[src/rtl/reg_file_pkg.sv]
// Shared types and helpers for the multi-port register file.
// Holds the init/run state enum, the x0 index and the index-width helper.
package reg_file_pkg;

    typedef enum logic {
        ST_INIT = 1'b0,
        ST_RUN  = 1'b1
    } state_t;

    localparam int REG0 = 0;

    function automatic int calc_aw(input int nregs);
        return $clog2(nregs);
    endfunction

endpackage

[src/rtl/reg_file_scoreboard.sv]
// Per-register busy scoreboard with same-cycle writeback masking.
// Ports: clk, rst (sync, active-low), run, wr_hit (registers written this
// cycle), issue_valid/issue_rd (set), flush (clear all), rs -> rs_busy.
module reg_file_scoreboard
    import reg_file_pkg::*;
#(
    parameter int NREGS = 32,
    parameter int NRD   = 2,
    parameter int AW    = 5
) (
    input  logic              clk,
    input  logic              rst,
    input  logic              run,
    input  logic [NREGS-1:0]  wr_hit,
    input  logic              issue_valid,
    input  logic [AW-1:0]     issue_rd,
    input  logic              flush,
    input  logic [NRD*AW-1:0] rs,
    output logic [NRD-1:0]    rs_busy
);

    logic [NREGS-1:0] busy_q;
    logic [NREGS-1:0] busy_d;

    // Clear on writeback first, then set on issue: the issuing
    // instruction is the younger producer and must win.
    always_comb begin
        busy_d = busy_q & ~wr_hit;
        if (issue_valid && issue_rd != AW'(REG0))
            busy_d[issue_rd] = 1'b1;
        if (flush)
            busy_d = '0;
        busy_d[REG0] = 1'b0;
    end

    always_ff @(posedge clk) begin
        if (!rst)
            busy_q <= '0;
        else if (run)
            busy_q <= busy_d;
    end

    // A register being written this cycle is served by the bypass,
    // so it never reports busy.
    always_comb begin
        rs_busy = '0;
        for (int i = 0; i < NRD; i++)
            rs_busy[i] = run
                       & busy_q[rs[i*AW +: AW]]
                       & ~wr_hit[rs[i*AW +: AW]];
    end

endmodule

[src/rtl/reg_file_mp.sv]
// Multi-port integer register file with write-through bypass, post-reset
// clear sweep and busy scoreboard. Ports: clk, rst (sync, active-low),
// write_reg/target_reg/write_rd_data (NWR write ports, packed port 0 in
// LSBs), rs/read_data/rs_busy (NRD read ports), issue_valid/issue_rd,
// flush, ready (sweep done).
module reg_file_mp
    import reg_file_pkg::*;
#(
    parameter int XLEN    = 32,
    parameter int NREGS   = 32,
    parameter int NRD     = 2,
    parameter int NWR     = 1,
    parameter int SP_IDX  = 2,
    parameter int SP_INIT = 128,
    localparam int AW     = calc_aw(NREGS)
) (
    input  logic                clk,
    input  logic                rst,
    input  logic [NWR-1:0]      write_reg,
    input  logic [NWR*AW-1:0]   target_reg,
    input  logic [NWR*XLEN-1:0] write_rd_data,
    input  logic [NRD*AW-1:0]   rs,
    output logic [NRD*XLEN-1:0] read_data,
    output logic [NRD-1:0]      rs_busy,
    input  logic                issue_valid,
    input  logic [AW-1:0]       issue_rd,
    input  logic                flush,
    output logic                ready
);

    state_t           state_q;
    logic [AW-1:0]    cnt_q;
    logic             run;
    logic [XLEN-1:0]  regs [NREGS];
    logic [NREGS-1:0] wr_hit;

    assign run   = (state_q == ST_RUN);
    assign ready = run;

    always_ff @(posedge clk) begin
        if (!rst) begin
            state_q <= ST_INIT;
            cnt_q   <= '0;
        end else if (state_q == ST_INIT) begin
            cnt_q <= cnt_q + 1'b1;
            if (cnt_q == AW'(NREGS - 1))
                state_q <= ST_RUN;
        end
    end

    // The array has no reset; the sweep initialises it instead.
    // Ascending port order lets the highest port win on a conflict.
    always_ff @(posedge clk) begin
        if (!run) begin
            regs[cnt_q] <= (cnt_q == AW'(SP_IDX)) ? XLEN'(SP_INIT) : '0;
        end else if (rst) begin
            for (int w = 0; w < NWR; w++)
                if (write_reg[w] && target_reg[w*AW +: AW] != AW'(REG0))
                    regs[target_reg[w*AW +: AW]] <=
                        write_rd_data[w*XLEN +: XLEN];
        end
    end

    always_comb begin
        wr_hit = '0;
        for (int w = 0; w < NWR; w++)
            if (run && write_reg[w])
                wr_hit[target_reg[w*AW +: AW]] = 1'b1;
    end

    always_comb begin
        read_data = '0;
        for (int i = 0; i < NRD; i++) begin
            read_data[i*XLEN +: XLEN] = regs[rs[i*AW +: AW]];
            for (int w = 0; w < NWR; w++)
                if (write_reg[w] &&
                    target_reg[w*AW +: AW] == rs[i*AW +: AW])
                    read_data[i*XLEN +: XLEN] =
                        write_rd_data[w*XLEN +: XLEN];
            if (!run || rs[i*AW +: AW] == AW'(REG0))
                read_data[i*XLEN +: XLEN] = '0;
        end
    end

    reg_file_scoreboard #(
        .NREGS(NREGS),
        .NRD  (NRD),
        .AW   (AW)
    ) u_sb (
        .clk        (clk),
        .rst        (rst),
        .run        (run),
        .wr_hit     (wr_hit),
        .issue_valid(issue_valid),
        .issue_rd   (issue_rd),
        .flush      (flush),
        .rs         (rs),
        .rs_busy    (rs_busy)
    );

endmodule

[config.mk]
export PLATFORM = sky130hd
export DESIGN_NAME = reg_file_mp
export DESIGN_NICKNAME = d
export VERILOG_FILES = /design/src/rtl/reg_file_pkg.sv /design/src/rtl/reg_file_scoreboard.sv /design/src/rtl/reg_file_mp.sv
export SDC_FILE = /design/constraint.sdc
export NUM_CORES = 1
export LEC_CHECK = 0
export CAP_MARGIN = 40
export CELL_PAD_IN_SITES_DETAIL_PLACEMENT = 0
export CELL_PAD_IN_SITES_GLOBAL_PLACEMENT = 1
export CORE_UTILIZATION = 50
export CTS_CLUSTER_DIAMETER = 120
export DETAILED_ROUTE_END_ITERATION = 8
export GPL_ROUTABILITY_DRIVEN = 0
export PLACE_DENSITY = 0.76
export SYNTH_ARGS = -nofsm -noshare
export SYNTH_HDL_FRONTEND = slang
export SYNTH_HIERARCHICAL = 1
export SYNTH_SLANG_ARGS = --single-unit
[constraint.sdc]
create_clock -name clk -period 5.1 [get_ports clk]
set_input_delay 1.02 -clock clk [delete_from_list [all_inputs] [get_ports clk]]
set_output_delay 1.02 -clock clk [all_outputs]
set_load 0.02 [all_outputs]
# After elaboration in Yosys (flattened, before gate mapping)
# Memories as Yosys holds them, arrays and structs flattened.
# Cells that the tools add are included.
[totals]
ff_bits = 37
ram_bits = 1024
in_bits = 57
out_inout_bits = 67
word_cells = 69
n_memories = 1
[classes]
addsub = 1
magnitude_cmp = 6
n_eq_ne = 4
muxes = 30
n_bitwise = 9
n_reduce_logical = 15
[mem_list]
columns = ["memory", "words", "word_bits", "rd", "rd_clocked_by_memory_dff", "wr", "line_no", "source"]
rows = [
  ["regs", 32, 32, 2, 0, 1, "reg_file_mp.sv:34", "logic [XLEN-1:0] regs [NREGS];"],
]
[op_table]
columns = ["cell", "count"]
rows = [
  ["32-bit two-way mux", 8],
  ["32-bit bitwise AND", 1],
  ["32-bit NOT", 1],
  ["32-bit OR", 1],
  ["32-bit OR reduction", 1],
  ["5-bit by 6-bit less-than comparator with 1-bit output (second input constant)", 4],
  ["1-bit binary-select mux with 5-bit select", 4],
  ["1-bit two-way mux", 14],
  ["1-bit demux with 5-bit select", 2],
  ["5-bit == test", 2],
  ["5-bit by 1-bit >= comparator with 1-bit output (second input constant)", 2],
  ["5-bit zero test", 2],
  ["5-bit nonzero test", 2],
  ["8-bit two-way mux", 1],
  ["1-bit logical AND", 7],
  ["5-bit by 1-bit adder with 5-bit output (second input constant)", 1],
  ["5-bit by 2-bit == test with 1-bit output (second input constant)", 1],
  ["5-bit == test (second input constant)", 1],
  ["5-bit two-way mux", 1],
  ["1-bit bitwise AND", 4],
  ["1-bit logical OR", 2],
  ["1-bit NOT", 2],
  ["1-bit zero test", 1],
]

# Longest topological paths before layout
[depth]
depth_word = 10
mapped_depth = 10

# Modules after synthesis
# The synthesis kept the hierarchy.
[modules_own_cells]
columns = ["mod", "n_inst", "cells_each", "area_per_inst_um2", "seq_area_each_um2"]
rows = [
  ["reg_file_mp", 1, 2824, 49012.0, 30869.6],
  ["reg_file_scoreboard", 1, 269, 2183.3, 620.6],
]

# Worst setup path after synthesis
# OpenSTA, ideal clock, no wires.
[synth_timing]
path_type = "input-to-reg"
startpoint = "in target_reg[3]"
endpoint = "mem regs[4][0] (enable)"
setup_time_ps = 421
t_arrival_ps = 3840
required_time_ps = 4679
path_slack_ps = 839
cell_stages = 8
cell_sequence = "buf_4 > or4_4 > o2111a_1 > buf_6 > buf_8 > mux2i_2 > nand2_1 > nor2_1"
[synth_between]
elab_chain_cells = 8
word_cells_on_any_way = 9
cone_classes = "mux: 6; reduce/logical: 3"
[synth_rtl]
columns = ["item", "line_no", "source"]
rows = [
  ["start, declared", "reg_file_mp.sv:20", "input logic [NWR*AW-1:0] target_reg,"],
  ["5-bit nonzero test", "reg_file_mp.sv:58", "if (write_reg[w] && target_reg[w*AW +: AW] != AW'(REG0))"],
  ["1-bit logical AND", "reg_file_mp.sv:58", ""],
  ["1-bit two-way mux", "reg_file_mp.sv:58", ""],
  ["1-bit two-way mux", "reg_file_mp.sv:56", "end else if (rst) begin"],
  ["1-bit two-way mux", "reg_file_mp.sv:54", "if (!run) begin"],
  ["1-bit two-way mux (not written as such)", "reg_file_mp.sv:59", "regs[target_reg[w*AW +: AW]] <="],
  ["32-bit OR reduction (no source line)", "--", ""],
  ["5-bit two-way mux (no source line) or 1-bit two-way mux (tied branches)", "--", ""],
  ["end, declared", "reg_file_mp.sv:34", ""],
]
# Several ways; a longest one is shown, not always the timed one.

# Worst setup path in the final report
[layout_timing]
startpoint = "in target_reg[3]"
endpoint = "out rs_busy[0]"
[layout_between]
elab_chain_cells = 9
word_cells_on_any_way = 10
cone_classes = "order compare: 2; mux: 5; bitwise: 2; reduce/logical: 1"
[layout_rtl]
columns = ["item", "line_no", "source"]
rows = [
  ["5-bit by 6-bit less-than comparator with 1-bit output (not written as such) or 5-bit by 1-bit >= comparator with 1-bit output (tied branches)", "reg_file_mp.sv:68", "wr_hit[target_reg[w*AW +: AW]] = 1'b1;"],
  ["1-bit logical AND (not written as such)", "reg_file_mp.sv:68", ""],
  ["1-bit two-way mux (not written as such)", "reg_file_mp.sv:68", ""],
  ["1-bit demux with 5-bit select (*)", "reg_file_mp.sv:68", ""],
  ["32-bit two-way mux (*)", "reg_file_mp.sv:67", "if (run && write_reg[w])"],
  ["named net wr_hit[11]", "reg_file_mp.sv:35", "logic [NREGS-1:0] wr_hit;"],
  ["1-bit binary-select mux with 5-bit select (*)", "reg_file_scoreboard.sv:50", "& ~wr_hit[rs[i*AW +: AW]];"],
  ["1-bit two-way mux (not written as such) (*)", "reg_file_scoreboard.sv:50", ""],
  ["1-bit NOT (*)", "reg_file_scoreboard.sv:50", ""],
  ["1-bit bitwise AND (*)", "reg_file_scoreboard.sv:50", ""],
  ["end, declared", "reg_file_mp.sv:24", "output logic [NRD-1:0] rs_busy,"],
]
# Mark *: on every way through the listed nets, which the timed path passes. The rest lies on a longest branch. The select of a mux whose other input is x is not followed.

==> run summary <==
Cell Rows: 117
critical path class: input pin to output port
met3 Use GR: 5.80%
# IOs: 124
hold depth: 2
H-tree lvl count: 3
max-slew violation count: 0
Iter 0 DRT Violations: 4547
PnR worst setup slack: 0.131 ns
final hold violations: 0
Final nets: 3371
fin crit share: 97.4%
Die ar.: 104000 sq um
post-synth net total: 3152
antenna violations before repair: 3
Post-Place Setup Slack: -0.0137 ns
Wirelength per Cell: 34.3 microns
design area: 60000 sq um
Die H: 322 microns
# hold bufs at CTS: 0
total grt overflow: 0
Initial Utilization: 50.4%
number of global-route vias before repair: 34300
hpwl dp: 98000 microns
Max-Cap Viols: 0
Reg2Reg Depth: 7
Peak VDD IR: 272 uV
Worst EP required: 4.08 ns
largest net degree at the start of global routing: 63
met1 usage: 42.8%
CTS tree: yes
slew at the pin with the worst max-slew slack: 0.972 ns
via count: 33900
critical path peak fanout: 4
I/O Buffers: 123
gr busiest metal: met2
Max Clock Freq: 201 MHz
synthesis-to-layout area growth: 17.2%
pwr dens: 321 nW/um^2
arrival time worst endpoint: 3.95 ns
clk sinks: 1061
status: completed
Relative slew margins: 35.2%
first-pass GRT wire length: 235000 microns
maximum clock path buffer count: 3
drt via density: 7.10
most frequent cells in the layout: 1024 x edfxtp_1, 359 x mux4_2, 257 x mux2i_1
total track usage: 31.7%
worst hold path class: flop to flop
core box area: 102000 sq um
average size of a mapped cell: 16.6 sq um
fraction of layout instances using a drive strength above 1: 26.8%
Max Clock Skew: 0.0438 ns
CTS buffer count: 112
Worst Setup End Kind: output port
crit path time final: 4.97 ns
Min Hold Slack: 0.516 ns
RSZ-0062 raised after global routing: no
drt drc: 0
leakage: 19.9 nW
Mapped Area: 51200 sq um
critical path startpoint category: input pin
Area after DPL: 56000 sq um
commonest non-fill, non-tap cell in the layout: edfxtp_1
number of cells produced by synthesis: 3092
Layout Utilization: 59.1%
clk root buf: clkbuf_16
Syn. warnings: 6
Routed WL: 164000 microns
number of setup violations in the final report: 0
met2 Use GR: 50.4%
number of antenna diodes: 0
drt pass-1 iters: 6
Post-DRT Antenna Nets: 0
width of the die: 322 microns
Worst-path clk slew: 0.05 ns
Clock Latency Late Sink: 0.72 ns
-- sequential cells by signal, indices dropped and copies added, names as in the netlist --
signal and count:
ready 1, cnt_q 5, u_sb/busy_q 31, regs 1024
-- timing repair --
item / CTS / global route
pin swaps: 0 / 0
resized for setup: 1 / 1
setup endpoints to repair: 1 / 4
setup buffers: 0 / 0
-- layer usage --
layer  vias to the layer above  routed length, microns
met1                     17600                   61200
met3                       451                   17500
met2                      2334                   77600
met4                         0                    7530
li1                      13500                       -
met5                         -                       0
-- critical path, cell delays in order --
cell and delay [ns]:
clkdlybuf4s50_1 0.49, inv_1 0.08, or3_1 0.43, nor2_1 0.16, nor2b_1 0.09, mux4_2 0.49, mux2i_1 0.19, nor3b_1 0.07
or4_1 0.58, dlygate4sd2_1 0.35
-- final cells by class --
cell class,count,area [sq um]
Multi-Input combinational cell,1758,18800
Fill cell,7580,41600
Clock buffer,128,2880
Timing Repair Buffer,364,4170
Inverter,14,55.1
Sequential cell,1061,31500
Tap cell,1368,1710
Clock inverter,84,867
-- report_power, final --
group	internal [W]	switching [W]	leakage, nW
Clock	0.00478	0.00349	1.83
Combinational	0.000569	0.000835	7.55
Sequential	0.00952	0.0000444	10.6
-- metrics by stage --
stage / total power (W) / instances / setup TNS, ns
floorplan: 0.0106 / 3092 / 0
global placement: 0.0111 / 4534 / -0.0137
detailed placement: 0.0111 / 4550 / -0.0137
CTS: 0.0193 / 4762 / 0
global route: 0.0197 / 4777 / 0
finish: 0.0192 / 4777 / 0
-- worst paths after layout --
check	start	to	slack (ns)
setup reg to reg	ready$_SDFF_PN0_	regs[26][18]$_DFFE_PP_	1.72
hold / removal	u_sb/busy_q[23]$_SDFFE_PN0P_	u_sb/busy_q[23]$_SDFFE_PN0P_	0.52
setup / recovery	target_reg[3]	rs_busy[0]	0.13
hold reg to reg	u_sb/busy_q[23]$_SDFFE_PN0P_	u_sb/busy_q[23]$_SDFFE_PN0P_	0.52
Note: power is estimated with default switching activity, not from simulation.
